[src/rtl/npg_pkg.sv]
// Shared types and defaults for the NPG stimulation scheduler.
package npg_pkg;

   localparam int NSLOT_DEF  = 4;
   localparam int GAP_DEF    = 20;
   localparam int ELEC_W_DEF = 32;

   typedef enum logic [2:0] {
      ST_IDLE,
      ST_LOAD,
      ST_STIM,
      ST_DRAIN,
      ST_GAP
   } state_t;

   typedef struct packed {
      logic [5:0] amp;
      logic [4:0] e1;
      logic [4:0] e2;
      logic [7:0] pulses;
   } slot_t;

   // A slot with no pulses or a shorted electrode pair is never stimulated.
   function automatic logic slot_valid(slot_t s);
      return (s.pulses != 8'd0) && (s.e1 != s.e2);
   endfunction

endpackage

[src/rtl/npg_scheduler_if.sv]
// Control, configuration and NPG-facing signals of the stimulation scheduler.
interface npg_scheduler_if #(
   parameter int NSLOT  = npg_pkg::NSLOT_DEF,
   parameter int ELEC_W = npg_pkg::ELEC_W_DEF
);
   localparam int AW = (NSLOT > 1) ? $clog2(NSLOT) : 1;

   logic              start;
   logic              stop;
   logic              loop;
   logic              cfg_we;
   logic [AW-1:0]     cfg_addr;
   logic [5:0]        cfg_amp;
   logic [4:0]        cfg_e1;
   logic [4:0]        cfg_e2;
   logic [7:0]        cfg_pulses;
   logic              pulse_active;

   logic              npg_enable;
   logic [5:0]        amplitude;
   logic [ELEC_W-1:0] electrode1;
   logic [ELEC_W-1:0] electrode2;
   logic              busy;
   logic [AW-1:0]     cur_slot;
   logic              done;
   logic              cfg_err;

   modport master (
      output start, stop, loop, cfg_we, cfg_addr, cfg_amp, cfg_e1, cfg_e2,
             cfg_pulses, pulse_active,
      input  npg_enable, amplitude, electrode1, electrode2, busy, cur_slot,
             done, cfg_err
   );

   modport slave (
      input  start, stop, loop, cfg_we, cfg_addr, cfg_amp, cfg_e1, cfg_e2,
             cfg_pulses, pulse_active,
      output npg_enable, amplitude, electrode1, electrode2, busy, cur_slot,
             done, cfg_err
   );

endinterface

[src/rtl/elec_decode.sv]
// Electrode index to one-hot select; indices beyond ELEC_W decode to all-zero.
module elec_decode #(
   parameter int ELEC_W = 32
) (
   input  logic [4:0]        idx_i,
   output logic [ELEC_W-1:0] onehot_o
);

   generate
      for (genvar gi = 0; gi < ELEC_W; gi++) begin : g_bit
         assign onehot_o[gi] = (int'(idx_i) == gi);
      end
   endgenerate

endmodule

[src/rtl/npg_scheduler.sv]
// Walks a small table of stimulation slots, enabling the NPG for a set number
// of biphasic pulses per slot with a fixed idle gap between slots.
module npg_scheduler
   import npg_pkg::*;
#(
   parameter int NSLOT  = NSLOT_DEF,
   parameter int GAP    = GAP_DEF,
   parameter int ELEC_W = ELEC_W_DEF
) (
   input  logic            clk,
   input  logic            resetn,
   npg_scheduler_if.slave  bus
);

   localparam int AW = (NSLOT > 1) ? $clog2(NSLOT) : 1;
   localparam int GW = $clog2(GAP + 1);

   slot_t             table_q [NSLOT];
   logic [NSLOT-1:0]  valid;
   state_t            state_q;
   logic [AW-1:0]     slot_q;
   logic [AW-1:0]     cur_slot_q;
   logic [7:0]        cnt_q;
   logic [7:0]        cnt_d;
   logic [GW-1:0]     gap_q;
   logic              pa_q;
   logic              npg_enable_q;
   logic              done_q;
   logic              cfg_err_q;
   logic [5:0]        amp_q;
   logic [ELEC_W-1:0] elec1_q;
   logic [ELEC_W-1:0] elec2_q;
   logic [ELEC_W-1:0] elec1_dec;
   logic [ELEC_W-1:0] elec2_dec;
   logic [7:0]        cur_pulses;
   logic              fall;
   logic              first_found;
   logic [AW-1:0]     first_idx;
   logic              higher_found;
   logic [AW-1:0]     higher_idx;

   generate
      for (genvar gi = 0; gi < NSLOT; gi++) begin : g_valid
         assign valid[gi] = slot_valid(table_q[gi]);
      end
   endgenerate

   // Lowest valid slot overall, and lowest valid slot above the one in use.
   always_comb begin
      first_found  = 1'b0;
      first_idx    = '0;
      higher_found = 1'b0;
      higher_idx   = '0;
      for (int i = NSLOT - 1; i >= 0; i--) begin
         if (valid[i]) begin
            first_found = 1'b1;
            first_idx   = AW'(i);
         end
         if (valid[i] && (i > int'(cur_slot_q))) begin
            higher_found = 1'b1;
            higher_idx   = AW'(i);
         end
      end
   end

   elec_decode #(.ELEC_W(ELEC_W)) u_dec1 (
      .idx_i    (table_q[slot_q].e1),
      .onehot_o (elec1_dec)
   );

   elec_decode #(.ELEC_W(ELEC_W)) u_dec2 (
      .idx_i    (table_q[slot_q].e2),
      .onehot_o (elec2_dec)
   );

   assign cur_pulses = table_q[cur_slot_q].pulses;
   assign fall       = pa_q & ~bus.pulse_active;
   assign cnt_d      = (cnt_q < cur_pulses) ? cnt_q + 8'd1 : cnt_q;

   always_ff @(posedge clk or negedge resetn) begin
      if (!resetn) begin
         for (int i = 0; i < NSLOT; i++) begin
            table_q[i] <= '0;
         end
      end else if (bus.cfg_we && (state_q == ST_IDLE)) begin
         table_q[bus.cfg_addr] <= '{amp:    bus.cfg_amp,
                                    e1:     bus.cfg_e1,
                                    e2:     bus.cfg_e2,
                                    pulses: bus.cfg_pulses};
      end
   end

   always_ff @(posedge clk or negedge resetn) begin
      if (!resetn) begin
         state_q      <= ST_IDLE;
         slot_q       <= '0;
         cur_slot_q   <= '0;
         cnt_q        <= '0;
         gap_q        <= '0;
         pa_q         <= 1'b0;
         npg_enable_q <= 1'b0;
         done_q       <= 1'b0;
         cfg_err_q    <= 1'b0;
         amp_q        <= '0;
         elec1_q      <= '0;
         elec2_q      <= '0;
      end else begin
         pa_q      <= bus.pulse_active;
         done_q    <= 1'b0;
         cfg_err_q <= bus.cfg_we && (state_q != ST_IDLE);
         case (state_q)
            ST_IDLE: begin
               if (bus.start && !bus.stop) begin
                  if (first_found) begin
                     slot_q  <= first_idx;
                     state_q <= ST_LOAD;
                  end else begin
                     done_q <= 1'b1;
                  end
               end
            end
            ST_LOAD: begin
               if (bus.stop) begin
                  state_q <= ST_IDLE;
                  done_q  <= 1'b1;
               end else begin
                  amp_q        <= table_q[slot_q].amp;
                  elec1_q      <= elec1_dec;
                  elec2_q      <= elec2_dec;
                  cur_slot_q   <= slot_q;
                  cnt_q        <= '0;
                  npg_enable_q <= 1'b1;
                  state_q      <= ST_STIM;
               end
            end
            ST_STIM: begin
               if (bus.stop) begin
                  npg_enable_q <= 1'b0;
                  // Let a pulse in flight complete its biphasic cycle.
                  if (bus.pulse_active) begin
                     state_q <= ST_DRAIN;
                  end else begin
                     state_q <= ST_IDLE;
                     done_q  <= 1'b1;
                  end
               end else if (fall) begin
                  cnt_q <= cnt_d;
                  if (cnt_d == cur_pulses) begin
                     npg_enable_q <= 1'b0;
                     gap_q        <= '0;
                     state_q      <= ST_GAP;
                  end
               end
            end
            ST_DRAIN: begin
               if (!bus.pulse_active) begin
                  state_q <= ST_IDLE;
                  done_q  <= 1'b1;
               end
            end
            ST_GAP: begin
               if (bus.stop) begin
                  state_q <= ST_IDLE;
                  done_q  <= 1'b1;
               end else if (gap_q == GW'(GAP - 1)) begin
                  if (higher_found || bus.loop) begin
                     slot_q  <= higher_found ? higher_idx : first_idx;
                     state_q <= ST_LOAD;
                  end else begin
                     state_q <= ST_IDLE;
                     done_q  <= 1'b1;
                  end
               end else begin
                  gap_q <= gap_q + 1'b1;
               end
            end
            default: state_q <= ST_IDLE;
         endcase
      end
   end

   assign bus.npg_enable = npg_enable_q;
   assign bus.amplitude  = amp_q;
   assign bus.electrode1 = elec1_q;
   assign bus.electrode2 = elec2_q;
   assign bus.busy       = (state_q != ST_IDLE);
   assign bus.cur_slot   = cur_slot_q;
   assign bus.done       = done_q;
   assign bus.cfg_err    = cfg_err_q;

endmodule

[src/flat_wrapper.sv]
// flat-port wrapper written by rule: the top's interface ports become plain ports
module npg_scheduler_flat import npg_pkg::*;
#(
   parameter int NSLOT  = NSLOT_DEF,
   parameter int GAP    = GAP_DEF,
   parameter int ELEC_W = ELEC_W_DEF
)
  (clk, resetn, bus_start, bus_stop, bus_loop, bus_cfg_we, bus_cfg_addr, bus_cfg_amp, bus_cfg_e1, bus_cfg_e2, bus_cfg_pulses, bus_pulse_active, bus_npg_enable, bus_amplitude, bus_electrode1, bus_electrode2, bus_busy, bus_cur_slot, bus_done, bus_cfg_err);
  npg_scheduler_if #(.NSLOT(NSLOT), .ELEC_W(ELEC_W)) bus_i ();
  input  logic clk;
  input  logic resetn;
  input wire logic [$bits(bus_i.start)-1:0] bus_start;
  input wire logic [$bits(bus_i.stop)-1:0] bus_stop;
  input wire logic [$bits(bus_i.loop)-1:0] bus_loop;
  input wire logic [$bits(bus_i.cfg_we)-1:0] bus_cfg_we;
  input wire logic [$bits(bus_i.cfg_addr)-1:0] bus_cfg_addr;
  input wire logic [$bits(bus_i.cfg_amp)-1:0] bus_cfg_amp;
  input wire logic [$bits(bus_i.cfg_e1)-1:0] bus_cfg_e1;
  input wire logic [$bits(bus_i.cfg_e2)-1:0] bus_cfg_e2;
  input wire logic [$bits(bus_i.cfg_pulses)-1:0] bus_cfg_pulses;
  input wire logic [$bits(bus_i.pulse_active)-1:0] bus_pulse_active;
  output wire logic [$bits(bus_i.npg_enable)-1:0] bus_npg_enable;
  output wire logic [$bits(bus_i.amplitude)-1:0] bus_amplitude;
  output wire logic [$bits(bus_i.electrode1)-1:0] bus_electrode1;
  output wire logic [$bits(bus_i.electrode2)-1:0] bus_electrode2;
  output wire logic [$bits(bus_i.busy)-1:0] bus_busy;
  output wire logic [$bits(bus_i.cur_slot)-1:0] bus_cur_slot;
  output wire logic [$bits(bus_i.done)-1:0] bus_done;
  output wire logic [$bits(bus_i.cfg_err)-1:0] bus_cfg_err;
  assign bus_i.start = bus_start;
  assign bus_i.stop = bus_stop;
  assign bus_i.loop = bus_loop;
  assign bus_i.cfg_we = bus_cfg_we;
  assign bus_i.cfg_addr = bus_cfg_addr;
  assign bus_i.cfg_amp = bus_cfg_amp;
  assign bus_i.cfg_e1 = bus_cfg_e1;
  assign bus_i.cfg_e2 = bus_cfg_e2;
  assign bus_i.cfg_pulses = bus_cfg_pulses;
  assign bus_i.pulse_active = bus_pulse_active;
  assign bus_npg_enable = bus_i.npg_enable;
  assign bus_amplitude = bus_i.amplitude;
  assign bus_electrode1 = bus_i.electrode1;
  assign bus_electrode2 = bus_i.electrode2;
  assign bus_busy = bus_i.busy;
  assign bus_cur_slot = bus_i.cur_slot;
  assign bus_done = bus_i.done;
  assign bus_cfg_err = bus_i.cfg_err;
  npg_scheduler #(.NSLOT(NSLOT), .GAP(GAP), .ELEC_W(ELEC_W)) u_core (.clk(clk), .resetn(resetn), .bus(bus_i));
endmodule
[config.mk]
export PLATFORM = sky130hd
export DESIGN_NAME = npg_scheduler_flat
export DESIGN_NICKNAME = d
export VERILOG_FILES = /design/src/rtl/npg_pkg.sv /design/src/rtl/npg_scheduler_if.sv /design/src/rtl/elec_decode.sv /design/src/rtl/npg_scheduler.sv /design/src/flat_wrapper.sv
export SDC_FILE = /design/constraint.sdc
export NUM_CORES = 1
export LEC_CHECK = 0
export BUFFER_PORTS_ARGS = -buffer_cell sky130_fd_sc_hd__buf_2
export CORE_ASPECT_RATIO = 1.4
export CORE_MARGIN = 2
export CORE_UTILIZATION = 40
export DETAILED_ROUTE_END_ITERATION = 6
export PLACE_DENSITY = 0.62
export SKIP_LAST_GASP = 1
export SYNTH_ARGS = -nofsm -noshare
export SYNTH_HDL_FRONTEND = slang
export SYNTH_SLANG_ARGS = --single-unit
[constraint.sdc]
create_clock -name clk -period 6.9 [get_ports clk]
set_clock_uncertainty 0.2 [all_clocks]
set_input_delay 0 -clock clk [delete_from_list [all_inputs] [get_ports clk]]
set_output_delay 0 -clock clk [all_outputs]
set_load 0.02 [all_outputs]
==> summary.txt <==
Detailed routing
  • DRC viols: 0
  • 1st-iter DRT viols: approximately 380
  • Detailed Route WL: 20470 um
  • DR vias/cell: 5.391
  • Vias: 6210
  • First-pass DRT Iterations: 4
  • Wire length per cell: between 15 and 20 um
  • Post-route ant nets: 0

Clock tree
  • CTS tree: built
  • Clk_lat worst skew: 0.44 ns
  • CTS max path bufs: 2
  • PostCTS Resize Cnt: 0
  • Clock-pin slew on the worst setup and hold paths: 0.07 ns
  • Cts-stage hold buffer count: 31
  • Clock root cell: clkbuf_16
  • Post-CTS setup buffer count: 0
  • Htree depth: 4
  • Number of buffers created by CTS: 17
  • Clock Sinks: 190

Worst setup path
  • Worst-path cell chain: mux4_2 -> inv_1 -> ha_1 -> a21oi_1 -> o21ai_0 -> nor4b_2 -> mux2i_1 -> o211ai_2 -> o21ai_2 -> mux2i_1
  • Worst path max stage delay: 0.75 ns
  • Crit path kind: register to register
  • Worst Path Arrival: ~3.9 ns
  • Crit Path Max Fanout: 13
  • Critical path's slowest cell: dfrtp_1
  • Critical Path Source Type: register
  • Cell mode on critical path: mux2i_1
  • Worst EP required: 6.99 ns
  • Crit end category: register

Timing
  • Slew Limit Headroom: 33.74%
  • Unrepaired setup endpoints after global routing: no
  • Pins Over Slew Limit: 0
  • Final period util: 54.65%
  • Post-route minimum period: 3.771 ns
  • Setup tns final: 0 ns
  • Endpoints failing setup: 0
  • Final Hold Fails: 0
  • Worst slew pin tran: 0.9855 ns
  • Fmax: 0.2652 GHz

Layout
  • Share of layout cells above drive strength 1: 33.10%
  • Final core occ: 48.73%
  • ANT cells: 0
  • Area Growth Syn to Fin: 19.92%
  • Nets: just under 900

Floorplan
  • Starting Density: around two fifths
  • Die Wd: 129.7 um
  • Core area: 0.02178 mm2
  • Row count: 64
  • Number of I/O pins: 109
  • Die Y: 180.0 um
  • Die area: between 0.02 and 0.025 mm2

Placement
  • DPL Wire Length: 14190 um
  • Number of port buffers: 108
  • GP Congestion: just under 0.9

Global routing
  • First-pass GRT wire length: around 34000 um
  • Overflow after GRT: 0
  • Vias in the first global route: 6307
  • Pin count of the biggest net entering global routing: 126
  • Total GRT Usage: 18.58%
  • Number of antenna violations at the first check in global routing: 0

Worst hold path
  • Min-Delay Path Class: input port to async pin

Outcome
  • Outcome: completed

Synthesis
  • Post-synthesis mux area share: 19.76%
  • YS warnings: 0
  • Simple-gate share of the synthesized area: 9.231%
  • Synth Flop Type: dfrtp_1
  • Largest family of logic cells by synthesized area: multiplexers
  • Ys async rst share: 100.0%
  • Mapped Nets: 752
  • Post-synth EDFFs: 0
  • Post-synthesis instance total: 710
  • Number of synthesized register bits: 190
  • Compound-Gate Fraction of Synth Area: between 10% and 20%
  • Mapped Area: between 0.008 and 0.009 mm2
  • Xor-xnor portion of the synthesized cell area: approximately 3.3%
  • Synth Area per Inst: 12.47 um2
  • Yosys cell types: between 50 and 60
  • Post-synthesis sequential area ratio: 53.72%
  • Post-synthesis adder-cell area fraction: 1.272%

Power and ir drop
  • VDD IR-drop max: a little over 0.2 mV
  • Static Leak: 4.737 nW
  • P per Cell Area: about 460 mW/mm2

Flow run
  • Maxcap violations: 0
==> state kept, by name, indices dropped and copies added (netlist names) <==
register               flops
u_core.state_q             3
u_core.pa_q                1
u_core.bus.cfg_err         1
u_core.bus.cur_slot        2
u_core.bus.npg_enable      1
u_core.bus.amplitude       6
u_core.gap_q               5
u_core.cnt_q               8
u_core.bus.electrode1     32
u_core.table_q            96
u_core.slot_q              2
u_core.bus.done            1
u_core.bus.electrode2     32
==> power breakdown <==
group | leakage (nW) | internal [W] | switching (W)
clock | 0.285 | 0.000554 | 0.000453
sequential | 2.42 | 0.00157 | 0.000376
combinational | 2.03 | 0.000901 | 0.00102
total | 4.74 | 0.00303 | 0.00184
==> synthesized netlist by cell type, types with 9 or more instances <==
master,number,area share (%)
xnor2_1,22,2.2
mux4_2,23,5.9
a32o_1,9,1.0
xor2_1,11,1.1
a21oi_1,15,0.85
a22o_1,26,2.6
mux2_2,104,13
nand3_1,9,0.51
nand2_1,66,2.8
nor2b_1,13,0.92
inv_1,15,0.64
nor2_1,16,0.68
dfrtp_1,190,54
clkbuf_1,24,1.0
ha_1,9,1.3
o21ai_0,51,2.9
o31ai_1,11,0.93
nor4_1,15,1.1
==> through the flow <==
stage / setup slack, ns / hold slack (ns) / instance area (um2) / instances / power (W)
finish: 3.129 / 0.07674 / 10610 / 1152 / 0.004874
global route: 2.884 / 0.1140 / 10610 / 1152 / 0.005190
CTS: 3.107 / 0.08102 / 10610 / 1152 / 0.004916
detailed placement: 3.148 / -0.01188 / 9706 / 1090 / 0.003881
global placement: 3.313 / -0.009921 / 9706 / 1090 / 0.003835
floorplan: 3.593 / -0.4956 / 8851 / 710 / 0.003296
==> layout make-up <==
type,count,area [um2]
Inverter,16,60.06
Fill cell,2013,11170
Sequential cell,190,4755
Tap cell,297,371.6
Clock buffer,19,442.9
Clock inverter,12,155.1
Multi-Input combinational cell,471,3910
Timing Repair Buffer,147,919.6
==> metal layers <==
metal	track usage [%]	part of all wire [%]
met3	3.512	3.7
met2	30.24	50
met4	6.968	2.7
met1	24.54	44
met5	0	0
==> kinds of logic (layout without fill, tap and decap cells) <==
| group | count (synthesis) | count (layout) |
|---|---|---|
| DFF | 190 | 190 |
| adders and majority gates | 9 | 9 |
| and+or+nand+nor | 161 | 161 |
| buffers and inverters | 49 | 194 |
| muxes | 133 | 133 |
| xor gates and xnor gates | 33 | 33 |
| AOI/OAI and AO/OA | 135 | 135 |
==> worst max-delay path, delay by kind of cell (launching register included) <==
family,cells,cell delay [ns]
mux,3,1.01
compound gates,4,0.81
flops,1,0.75
simple gates,1,0.54
fa+ha+maj,1,0.25
buf+inv,1,0.07
==> worst paths after layout <==
check	start	end	slack, ns	cells past startpoint
worst max register to register	u_core.bus.cur_slot[0]	u_core.gap_q[0]	3.13	10
max in group asynchronous	resetn	u_core.table_q[53]	4.98	3
min in group clk	bus_cfg_addr[1]	u_core.table_q[41]	0.09	4
worst max-delay path	u_core.bus.cur_slot[0]	u_core.gap_q[0]	3.13	10
worst min-delay path	resetn	u_core.bus.electrode1[12]	0.08	2
worst min register to register	u_core.bus.electrode1[22]	u_core.bus.electrode1[22]	0.27	2
==> placed cells by master, fill, tap and decap left out, drive strengths merged, types with 9 or more instances in the layout <==
cell type / count
dfrtp: 190
buf: 115
mux2: 104
nand2: 66
o21ai: 53
dlygate4sd3: 31
a22o: 26
mux4: 23
xnor2: 22
clkbuf: 20
inv: 20
nor2: 16
nor4: 15
a21oi: 15
nor2b: 13
xor2: 11
o31ai: 11
nand3: 9
a32o: 9
ha: 9
No activity file was read; power rests on OpenSTA's default activity.
